### config.mk
export PLATFORM = sky130hd
export DESIGN_NAME = cpu_controller
export DESIGN_NICKNAME = d
export VERILOG_FILES = /design/src/rtl/cpu_pkg.sv /design/src/rtl/branch_cond.sv /design/src/rtl/cpu_controller.sv
export SDC_FILE = /design/constraint.sdc
export NUM_CORES = 1
export LEC_CHECK = 0
export CAP_MARGIN = 20
export CORE_UTILIZATION = 42
export CTS_BUF_LIST = sky130_fd_sc_hd__clkbuf_8
export DETAILED_ROUTE_END_ITERATION = 7
export HOLD_SLACK_MARGIN = 0.03
export PLACE_DENSITY = 0.88
export SYNTH_ARGS = -nofsm -noshare
export SYNTH_HDL_FRONTEND = slang
export SYNTH_SLANG_ARGS = --single-unit
### constraint.sdc
create_clock -name clk -period 2.5 [get_ports clk]
set_input_delay 0.5 -clock clk [delete_from_list [all_inputs] [get_ports clk]]
set_output_delay 0.5 -clock clk [all_outputs]
set_load 0.02 [all_outputs]
### src/rtl/cpu_pkg.sv
// rtl/cpu_pkg.sv - shared state enum, opcode/ext constants, flag indices and branch conditions
package cpu_pkg;

    typedef enum logic [2:0] {
        S_FETCH,
        S_DECODE,
        S_EXEC,
        S_MEM,
        S_WB,
        S_HALT
    } state_t;

    localparam logic [3:0] OP_RTYPE    = 4'h0;
    localparam logic [3:0] OP_ITYPE_LO = 4'h1;
    localparam logic [3:0] OP_ITYPE_HI = 4'h7;
    localparam logic [3:0] OP_CMP      = 4'h3;
    localparam logic [3:0] OP_MEM      = 4'h8;
    localparam logic [3:0] OP_BCOND    = 4'hC;
    localparam logic [3:0] OP_HALT     = 4'hF;

    localparam logic [3:0] EXT_LOAD  = 4'h0;
    localparam logic [3:0] EXT_STORE = 4'h4;

    // Flags port is {C,L,F,Z,N}
    localparam int FLAG_N = 0;
    localparam int FLAG_Z = 1;
    localparam int FLAG_F = 2;
    localparam int FLAG_L = 3;
    localparam int FLAG_C = 4;

    localparam logic [3:0] COND_EQ = 4'h0;
    localparam logic [3:0] COND_NE = 4'h1;
    localparam logic [3:0] COND_CS = 4'h2;
    localparam logic [3:0] COND_CC = 4'h3;
    localparam logic [3:0] COND_UC = 4'hE;

endpackage

### src/rtl/branch_cond.sv
// rtl/branch_cond.sv - maps a branch condition code and the flag register to a taken decision
module branch_cond
    import cpu_pkg::*;
(
    input  logic [3:0] cond,
    input  logic [4:0] flags,
    output logic       taken
);

    always_comb begin
        taken = 1'b0;
        case (cond)
            COND_EQ: taken = flags[FLAG_Z];
            COND_NE: taken = !flags[FLAG_Z];
            COND_CS: taken = flags[FLAG_C];
            COND_CC: taken = !flags[FLAG_C];
            COND_UC: taken = 1'b1;
            default: taken = 1'b0;
        endcase
    end

    // N, F and L never steer a branch
    logic unused_flags;
    assign unused_flags = ^{flags[FLAG_N], flags[FLAG_F], flags[FLAG_L]};

endmodule

### src/rtl/cpu_controller.sv
// rtl/cpu_controller.sv - multi-cycle Moore control FSM; BRANCH_EN adds conditional pc-relative branches
module cpu_controller
    import cpu_pkg::*;
#(
    parameter logic [9:0] PC_RESET  = 10'h000,
    parameter logic [9:0] DATA_BASE = 10'h200
) (
    input  logic        clk,
    input  logic        reset,
    input  logic [15:0] instr,
    input  logic [15:0] src_data,
    input  logic [4:0]  Flags,
    output logic [3:0]  DestCtrl,
    output logic [3:0]  SrcCtrl,
    output logic [3:0]  operation,
    output logic [7:0]  immediate,
    output logic        immEn,
    output logic        flagsEn,
    output logic        reg_we,
    output logic [9:0]  AddressA,
    output logic [9:0]  AddressB,
    output logic        RWA,
    output logic        RWB,
    output logic        AorB,
    output logic        AluOrMem,
    output logic [9:0]  pc,
    output logic        halted
);

    state_t      state_q, state_d;
    logic [9:0]  pc_q, pc_d;
    logic [15:0] ir_q, ir_d;

    logic [3:0] op, rd, ext, rs;
    logic [7:0] imm;
    logic [9:0] mem_addr;

    assign op       = ir_q[15:12];
    assign rd       = ir_q[11:8];
    assign ext      = ir_q[7:4];
    assign rs       = ir_q[3:0];
    assign imm      = ir_q[7:0];
    assign mem_addr = DATA_BASE + src_data[9:0];

`ifdef BRANCH_EN
    logic br_taken;

    branch_cond u_branch_cond (
        .cond  (rd),
        .flags (Flags),
        .taken (br_taken)
    );

    logic unused_inputs;
    assign unused_inputs = ^src_data[15:10];
`else
    logic unused_inputs;
    assign unused_inputs = ^{src_data[15:10], Flags};
`endif

    always_ff @(posedge clk or posedge reset) begin
        if (reset) begin
            state_q <= S_FETCH;
            pc_q    <= PC_RESET;
            ir_q    <= 16'h0000;
        end else begin
            state_q <= state_d;
            pc_q    <= pc_d;
            ir_q    <= ir_d;
        end
    end

    always_comb begin
        state_d   = state_q;
        pc_d      = pc_q;
        ir_d      = ir_q;
        DestCtrl  = 4'h0;
        SrcCtrl   = 4'h0;
        operation = 4'h0;
        immediate = 8'h00;
        immEn     = 1'b0;
        flagsEn   = 1'b0;
        reg_we    = 1'b0;
        AddressA  = 10'h000;
        AddressB  = pc_q;
        RWA       = 1'b0;
        RWB       = 1'b0;
        AorB      = 1'b1;
        AluOrMem  = 1'b1;

        case (state_q)
            S_FETCH: begin
                AddressB = pc_q;
                state_d  = S_DECODE;
            end
            S_DECODE: begin
                ir_d    = instr;
                state_d = S_EXEC;
            end
            S_EXEC: begin
                pc_d    = pc_q + 10'd1;
                state_d = S_FETCH;
                if (op == OP_RTYPE) begin
                    DestCtrl  = rd;
                    SrcCtrl   = rs;
                    operation = ext;
                    reg_we    = 1'b1;
                    flagsEn   = 1'b1;
                end else if (op >= OP_ITYPE_LO && op <= OP_ITYPE_HI) begin
                    DestCtrl  = rd;
                    operation = op;
                    immediate = imm;
                    immEn     = 1'b1;
                    reg_we    = (op != OP_CMP);
                    flagsEn   = 1'b1;
                end else if (op == OP_MEM) begin
                    state_d = S_MEM;
                end else if (op == OP_HALT) begin
                    state_d = S_HALT;
`ifdef BRANCH_EN
                end else if (op == OP_BCOND && br_taken) begin
                    // displacement is relative to the branch's own address
                    pc_d = pc_q + {{2{imm[7]}}, imm};
`endif
                end
            end
            S_MEM: begin
                SrcCtrl  = rs;
                DestCtrl = rd;
                AddressA = mem_addr;
                if (ext == EXT_LOAD) begin
                    state_d = S_WB;
                end else begin
                    RWA     = (ext == EXT_STORE);
                    state_d = S_FETCH;
                end
            end
            S_WB: begin
                AluOrMem = 1'b0;
                AorB     = 1'b1;
                DestCtrl = rd;
                reg_we   = 1'b1;
                state_d  = S_FETCH;
            end
            S_HALT: begin
                state_d = S_HALT;
            end
            default: begin
                state_d = S_FETCH;
            end
        endcase
    end

    assign pc     = pc_q;
    assign halted = (state_q == S_HALT);

endmodule

==> impl_metrics.sql <==
INSERT INTO impl_metrics (metric_group, metric, value, unit) VALUES
('critical_path', 'criticalPathCategory', 'reg -> out', ''),
('yosys', 'synth-main-ff-cell', 'sky130_fd_sc_hd__dfrtp_1', ''),
('power', 'comb_power_share', '0.547', ''),
('floorplanning', 'die_w', '64.4', 'um'),
('floorplanning', 'fp.dieArea', '0.00415', 'mm^2'),
('critical_path', 'worstPathMaxFanout', '9', ''),
('timing', 'final_max_slew_viol_count', '0', ''),
('place', 'gp_routability_congestion', '0.806', ''),
('floorplanning', 'floorplan.initialDensity', '0.443', ''),
('yosys', 'synthesis.yosys.warnings', '0', ''),
('global_route', 'global_route.overflow_total', '0', ''),
('clock_tree', 'number_of_buffers_added_by_the_clock_tree_synthesis_step', '5', ''),
('critical_path', 'worst-r2r-cell-count', '3', ''),
('timing', 'post-route-min-period', '2.42', 'ns'),
('yosys', 'postSynthAreaPerCell', '10.7', 'um^2'),
('yosys', 'ys_types', '36', ''),
('place', 'dpl.hpwl', '2890', 'um'),
('layout', 'syn2layout_area_growth', '53.1', '%'),
('yosys', 'synth_largest_type_area_fraction', '0.444', ''),
('global_route', 'global_route.usage.met1', '0.244', ''),
('yosys', 'postSynthCellCount', '153', ''),
('clock_tree', 'tritoncts', 'yes', ''),
('critical_path', 'critical_path.startpoint_type', 'register', ''),
('detailed_routing', 'drt_iter0_drc', '38', ''),
('yosys', 'yosys_top_cell_by_area', 'sky130_fd_sc_hd__dfrtp_1', ''),
('power', 'cell_internal_pwr', '1.59', 'mW'),
('detailed_routing', 'totalWireLength', '3880', 'um'),
('run_status', 'outcome', 'complete, no violations', ''),
('global_route', 'antenna_violations_before_repair', '0', ''),
('layout', 'multi_input_comb_area', '777', 'um^2'),
('power', 'p_sw_frac', '0.406', ''),
('timing', 'finalSetupViolations', '0', ''),
('yosys', 'number_of_enable_flip_flop_cells_after_synthesis', '0', ''),
('global_route', 'use_met2', '0.309', ''),
('detailed_routing', 'avgRoutedWirePerCell', '13.7', 'um'),
('clock_tree', 'cts_sinks', '29', ''),
('global_route', 'via_count_of_the_first_global_routing_pass', '1332', ''),
('yosys', 'ys_ff_latch', '29', ''),
('critical_path', 'crit_start', 'ir_q[15]', ''),
('yosys', 'netlist_area', '0.00164', 'mm^2'),
('power', 'peak_vdd_ir', '643', 'uV'),
('critical_path', 'critical_path.endpoint_type', 'output pin', ''),
('critical_path', 'cp.required', '2.00', 'ns'),
('clock_tree', 'cts_setup_buffers', '0', ''),
('global_route', 'grt_max_degree', '30', ''),
('detailed_routing', 'detail_route.drc_violations', '0', ''),
('timing', 'final-hold-violation-count', '0', ''),
('layout', 'drive_gt1_frac', '0.204', ''),
('layout', 'num_antenna_cells', '0', ''),
('detailed_routing', 'ant_nets', '0', ''),
('clock_tree', 'clockRootBuffer', 'sky130_fd_sc_hd__clkbuf_8', ''),
('hold_path', 'class_of_the_worst_hold_path', 'reg -> reg', ''),
('flow_run', 'maxCapViolations', '0', ''),
('timing', 'final_min_period_over_clock_period', '0.968', ''),
('timing', 'fmax', '0.413', 'GHz'),
('place', 'place_ws', '0.00468', 'ns'),
('floorplanning', 'io-pin-count', '97', ''),
('global_route', 'grt.busiest_layer', 'met2', ''),
('place', 'buffers_on_ports', '83', ''),
('power', 'power_switching', '1.09', 'mW'),
('yosys', 'synth_async_sr_flop_share', '1.00', ''),
('clock_tree', 'ctsLongestPathBuffers', '2', ''),
('timing', 'worst_slew_margin_rel', '0.572', ''),
('floorplanning', 'placementRows', '22', ''),
('detailed_routing', 'dr_total_vias', '1419', ''),
('timing', 'worst_slew_pin_slew', '0.641', 'ns'),
('clock_tree', 'cts.hold.buffers_added', '0', ''),
('global_route', 'groute.layer.met3.usage', '0.0625', ''),
('clock_tree', 'cts_max_level', '2', ''),
('clock_tree', 'clock_latency', '0.28', 'ns'),
('critical_path', 'r2r-start', 'state_q[0]', '');
## how the worst min path moves through the flow
stage | slack, ns | end | depth (start not counted) | from
after floorplan | 0.47 | ir_q[10] | 1 | ir_q[10]
after global placement | 0.48 | AddressB[9] | 1 | AddressB[9]
after detailed placement | 0.49 | AddressB[9] | 1 | AddressB[9]
after CTS | 0.50 | AddressB[9] | 1 | AddressB[9]
after global routing | 0.51 | ir_q[9] | 1 | ir_q[9]
final | 0.49 | AddressB[9] | 1 | AddressB[9]
## repair_timing
item	CTS	global route
gates resized for setup	31	19
endpoints found under the hold margin	0	0
setup endpoints to repair	30	12
## cells by family after synthesis
logic type	Yosys count	synth area share
fa+ha+maj	1	0.00765
flops	29	0.444
other cells	2	0.00459
buf+inv	21	0.0841
simple gates	64	0.257
mux	17	0.117
compound gates	10	0.0375
xor+xnor	9	0.0482
## metal layers
| metal | share of wire | vias to the layer above | routed length, um |
|---|---|---|---|
| met3 | 0.065 | 14 | 252 |
| met5 | 0 | - | 0 |
| met1 | 0.42 | 670 | 1620 |
| li1 | - | 672 | - |
| met4 | 0.034 | 0 | 131 |
| met2 | 0.48 | 63 | 1880 |
## layout make-up
| cell class | instances | share of cell area |
|---|---|---|
| clock inverters | 1 | 0.00200 |
| multi-input cells | 103 | 0.310 |
| well taps | 48 | 0.0240 |
| flip-flops and latches | 29 | 0.290 |
| inverters | 4 | 0.00600 |
| repair buffers | 93 | 0.340 |
| clock buffers | 5 | 0.0275 |
## power groups by stage
stage	combinational, mW	clock [mW]	sequential [mW]
2_1_floorplan	0.954	0	0.862
3_3_place_gp	1.52	0	0.859
3_5_place_dp	1.56	0	0.869
4_1_cts	1.48	0.356	0.866
5_1_grt	1.57	0.376	0.895
6_report	1.46	0.344	0.868
## synthesized netlist by cell type, types with 2 or more instances
master                    instances
sky130_fd_sc_hd__o21ai_0          2
sky130_fd_sc_hd__nand4_1          3
sky130_fd_sc_hd__mux2_2          17
sky130_fd_sc_hd__nor2_1           7
sky130_fd_sc_hd__buf_4           13
sky130_fd_sc_hd__and3_1           3
sky130_fd_sc_hd__xor2_1           4
sky130_fd_sc_hd__nor2b_1         10
sky130_fd_sc_hd__inv_1            4
sky130_fd_sc_hd__conb_1           2
sky130_fd_sc_hd__a21oi_1          4
sky130_fd_sc_hd__nor3_1           5
sky130_fd_sc_hd__and2_1          17
sky130_fd_sc_hd__and3b_1          2
sky130_fd_sc_hd__nand2_1          5
sky130_fd_sc_hd__nand3_1          3
sky130_fd_sc_hd__dfrtp_1         29
sky130_fd_sc_hd__xnor2_1          5
## per-stage QoR
step,instance area (um^2),total power [mW],cells
floorplan,1640,1.82,153
CTS,2520,2.70,283
finish,2500,2.68,283
global placement,2480,2.38,277
detailed placement,2480,2.43,277
global route,2500,2.84,283
## critical path, cell delays in order (launching register included)
cell                            delay, ns
sky130_fd_sc_hd__dfrtp_1             0.38
sky130_fd_sc_hd__or4b_4              0.57
sky130_fd_sc_hd__nor2_4              0.20
sky130_fd_sc_hd__and2_1              0.15
sky130_fd_sc_hd__dlygate4sd2_1       0.33
## flip-flops by register name, indices dropped and copies added (netlist names)
| register | cells |
|---|---|
| state_q | 3 |
| ir_q | 16 |
| AddressB | 10 |
## layout by cell type (no fill, tap or decap), types with 5 or more instances in the layout
cell	netlist	routed
sky130_fd_sc_hd__mux2_2	17	17
sky130_fd_sc_hd__nor2b_1	10	10
sky130_fd_sc_hd__xnor2_1	5	5
sky130_fd_sc_hd__nor2_1	7	7
sky130_fd_sc_hd__nand2_1	5	5
sky130_fd_sc_hd__dfrtp_1	29	29
sky130_fd_sc_hd__nor3_1	5	5
sky130_fd_sc_hd__clkbuf_8	0	5
sky130_fd_sc_hd__dlygate4sd2_1	0	21
sky130_fd_sc_hd__buf_4	13	10
sky130_fd_sc_hd__clkdlybuf4s50_1	0	50
sky130_fd_sc_hd__clkbuf_2	1	7
sky130_fd_sc_hd__and2_1	17	17
No activity file was read; power rests on OpenSTA's default activity.
==> edit (same flow settings) <==
Build with the macro `BRANCH_EN` defined.
--- a/src/rtl/cpu_controller.sv
+++ b/src/rtl/cpu_controller.sv
@@ -1,2 +1,4 @@
 // rtl/cpu_controller.sv - multi-cycle Moore control FSM; BRANCH_EN adds conditional pc-relative branches
+`define BRANCH_EN
+
 module cpu_controller
Formal check against the unedited RTL: not equivalent (a bounded check fails within 4 cycles, from zero or initial values and one cycle with reset high).
==> edit against the unedited design <==
Clock power up 12%. Total power up 55%. Area after synthesis up 36%. Register-to-register slack worse by 750 ps. Wire length up 53%. Final area up 28%. Worst setup slack better by 6.7 ps. Synthesized cell count up 58%. Sequential cell count unchanged. Worst hold slack better by 86 ps. Combinational power up 89%. Critical path type unchanged. Highest routed layer unchanged.
==> edit: results (changes against the unedited design) <==
Finish
  • Antenna Cells: 0 (unchanged)
  • Fin nets: 379 (+37%)
  • Seq. cell area: 727 um^2 (+0.17%)
  • Largest reg by FF count: ir_q
  • Fillers: 424 (+43%)
  • Fraction of layout cells with a size suffix above 1: 17.9% (-2.5 points)

GRT
  • Vias in the first global route: 1997 (+50%)
  • Met2 usage: 38.9% (+8.0 points)
  • Met1 usage: 27.7% (+3.3 points)
  • GRT Total Usage: 22.1% (+1.9 points)
  • Initial antenna violation count: 0 (unchanged)
  • Largest net degree at the start of global routing: 30 (unchanged)
  • Grt met3 use: 4.28% (-2.0 points)
  • First-pass GRT wire length: 9290 um (+48%)

Yosys
  • Cells after Synth: 241 (+58%)
  • Top cells by count, synth: dfrtp_1, a21oi_1, and2_1
  • Syn nets: 291 (+51%)
  • Synth Flop Type: dfrtp_1
  • Post-synthesis cell type count: 51 (+42%)
  • Seq/Total Area, Yosys: 32.5% (-12 points)
  • Main area contributors after synthesis: dfrtp_1, mux2_2, ha_1
  • YS warnings: 0 (unchanged)

Place
  • Pre-CTS WS: 93.9 ps (+89.2 ps)
  • Final RePlAce weighted congestion: 0.867 (+7.7%)
  • Cells after DPL: 392 (+42%)
  • DP HPWL: 4480 um (+55%)
  • Port bufs: 85 (+2.4%)

Timing
  • Clock Skew: 4.34 ps (-0.326 ps)
  • Slew margin rel.: 61.9% (+4.7 points)
  • Post-route minimum period: 2410 ps (-6.72 ps)
  • Hold WS: 577 ps (+85.8 ps)

Pwr
  • Max VDD drop: 0.590 mV (-8.2%)
  • Pleak: 0.00154 uW (+25%)

Clock tree
  • Inserted Clock Buffers: 5 (unchanged)
  • Post-CTS setup buffers: 0 (unchanged)
  • CTS max path bufs: 2 (unchanged)
  • Root Driver: clkbuf_8

Detailed routing
  • Avg Vias per Cell: 5.34 (+6.4%)
  • Final WL: 5960 um (+53%)
  • WL/cell: 14.9 um (+8.8%)
  • Initial DRC Count: 164 (+330%)

Worst setup path
  • Reg2reg setup slack: 100 ps (-750 ps)
  • Crit path max fanout: 10 (+1)

Outcome
  • Run status: finished clean
-- edit: cell types whose count changed in the layout (fill, tap and decap cells not counted), sizes merged, moves of 4 or more --
cell,delta
a21oi,+20
o21ai,+11
xor2,+4
clkdlybuf4s50,+6
dlymetal6s2s,+5
mux2i,+4
dlygate4sd2,-8
nor2,+7
ha,+9
buf,+5
a21o,+5
nand2,+10
-- edit: kinds of logic (layout without fill, tap and decap cells) --
logic type,Yosys count,in the layout,share of synthesized area [%]
other,2,2,0.337
buffers and inverters,22,110,7.01
adders and majority gates,11,11,6.51
DFF,29,29,32.5
xor gates and xnor gates,10,10,3.93
and+or+nand+nor,91,91,24.0
muxes,20,20,9.87
AOI/OAI and AO/OA,56,56,15.8
-- edit: path summary, 6_finish.rpt --
check,depth (start not counted),end,startpoint
max in group asynchronous,3,state_q[0],reset
worst min register to register,1,ir_q[3],ir_q[3]
min in group asynchronous,3,ir_q[5],reset
worst max register to register,8,AddressB[8],ir_q[0]
worst min-delay path,1,ir_q[3],ir_q[3]
worst max-delay path,4,AddressA[6],state_q[2]
-- edit: layer usage --
layer	vias to the layer above	routed length, um
li1	1026	-
met1	1023	2550
met2	75	3060
met3	5	300
met4	0	51
met5	-	0
-- edit: power breakdown --
part	switching (uW)	internal, uW	total, uW
clock network	174	214	387
logic	1430	1330	2760
registers	314	692	1010
total	1920	2230	4150
-- edit: through the flow --
step / instance area, um^2 / util, % / power, uW
floorplan: 2230 / - / 2830
global placement: 3140 / 61.4 / 3680
detailed placement: 3140 / 61.4 / 3800
CTS: 3210 / 62.8 / 4160
global route: 3210 / 62.9 / 4430
finish: 3210 / 62.9 / 4150
-- edit: worst max-delay path: stages (launching register included) --
cell,delay (ps)
dfrtp_1,440
and3b_2,310
buf_4,150
and2_1,130
clkdlybuf4s50_1,600
-- edit: cell type report --
cell class	count	share of cell area [%]
Tap cell	70	2.73
Multi-Input combinational cell	190	42.4
Clock buffer	6	2.57
Timing Repair Buffer	100	29.2
Sequential cell	29	22.6
Clock inverter	1	0.117
Inverter	3	0.351
-- edit: repair_timing --
| action | in CTS | in global routing |
|---|---|---|
| pin swaps | 0 | 0 |
| setup endpoints to repair | 22 | 19 |
| gates resized for setup | 24 | 23 |
| hold endpoints to repair | 0 | 0 |
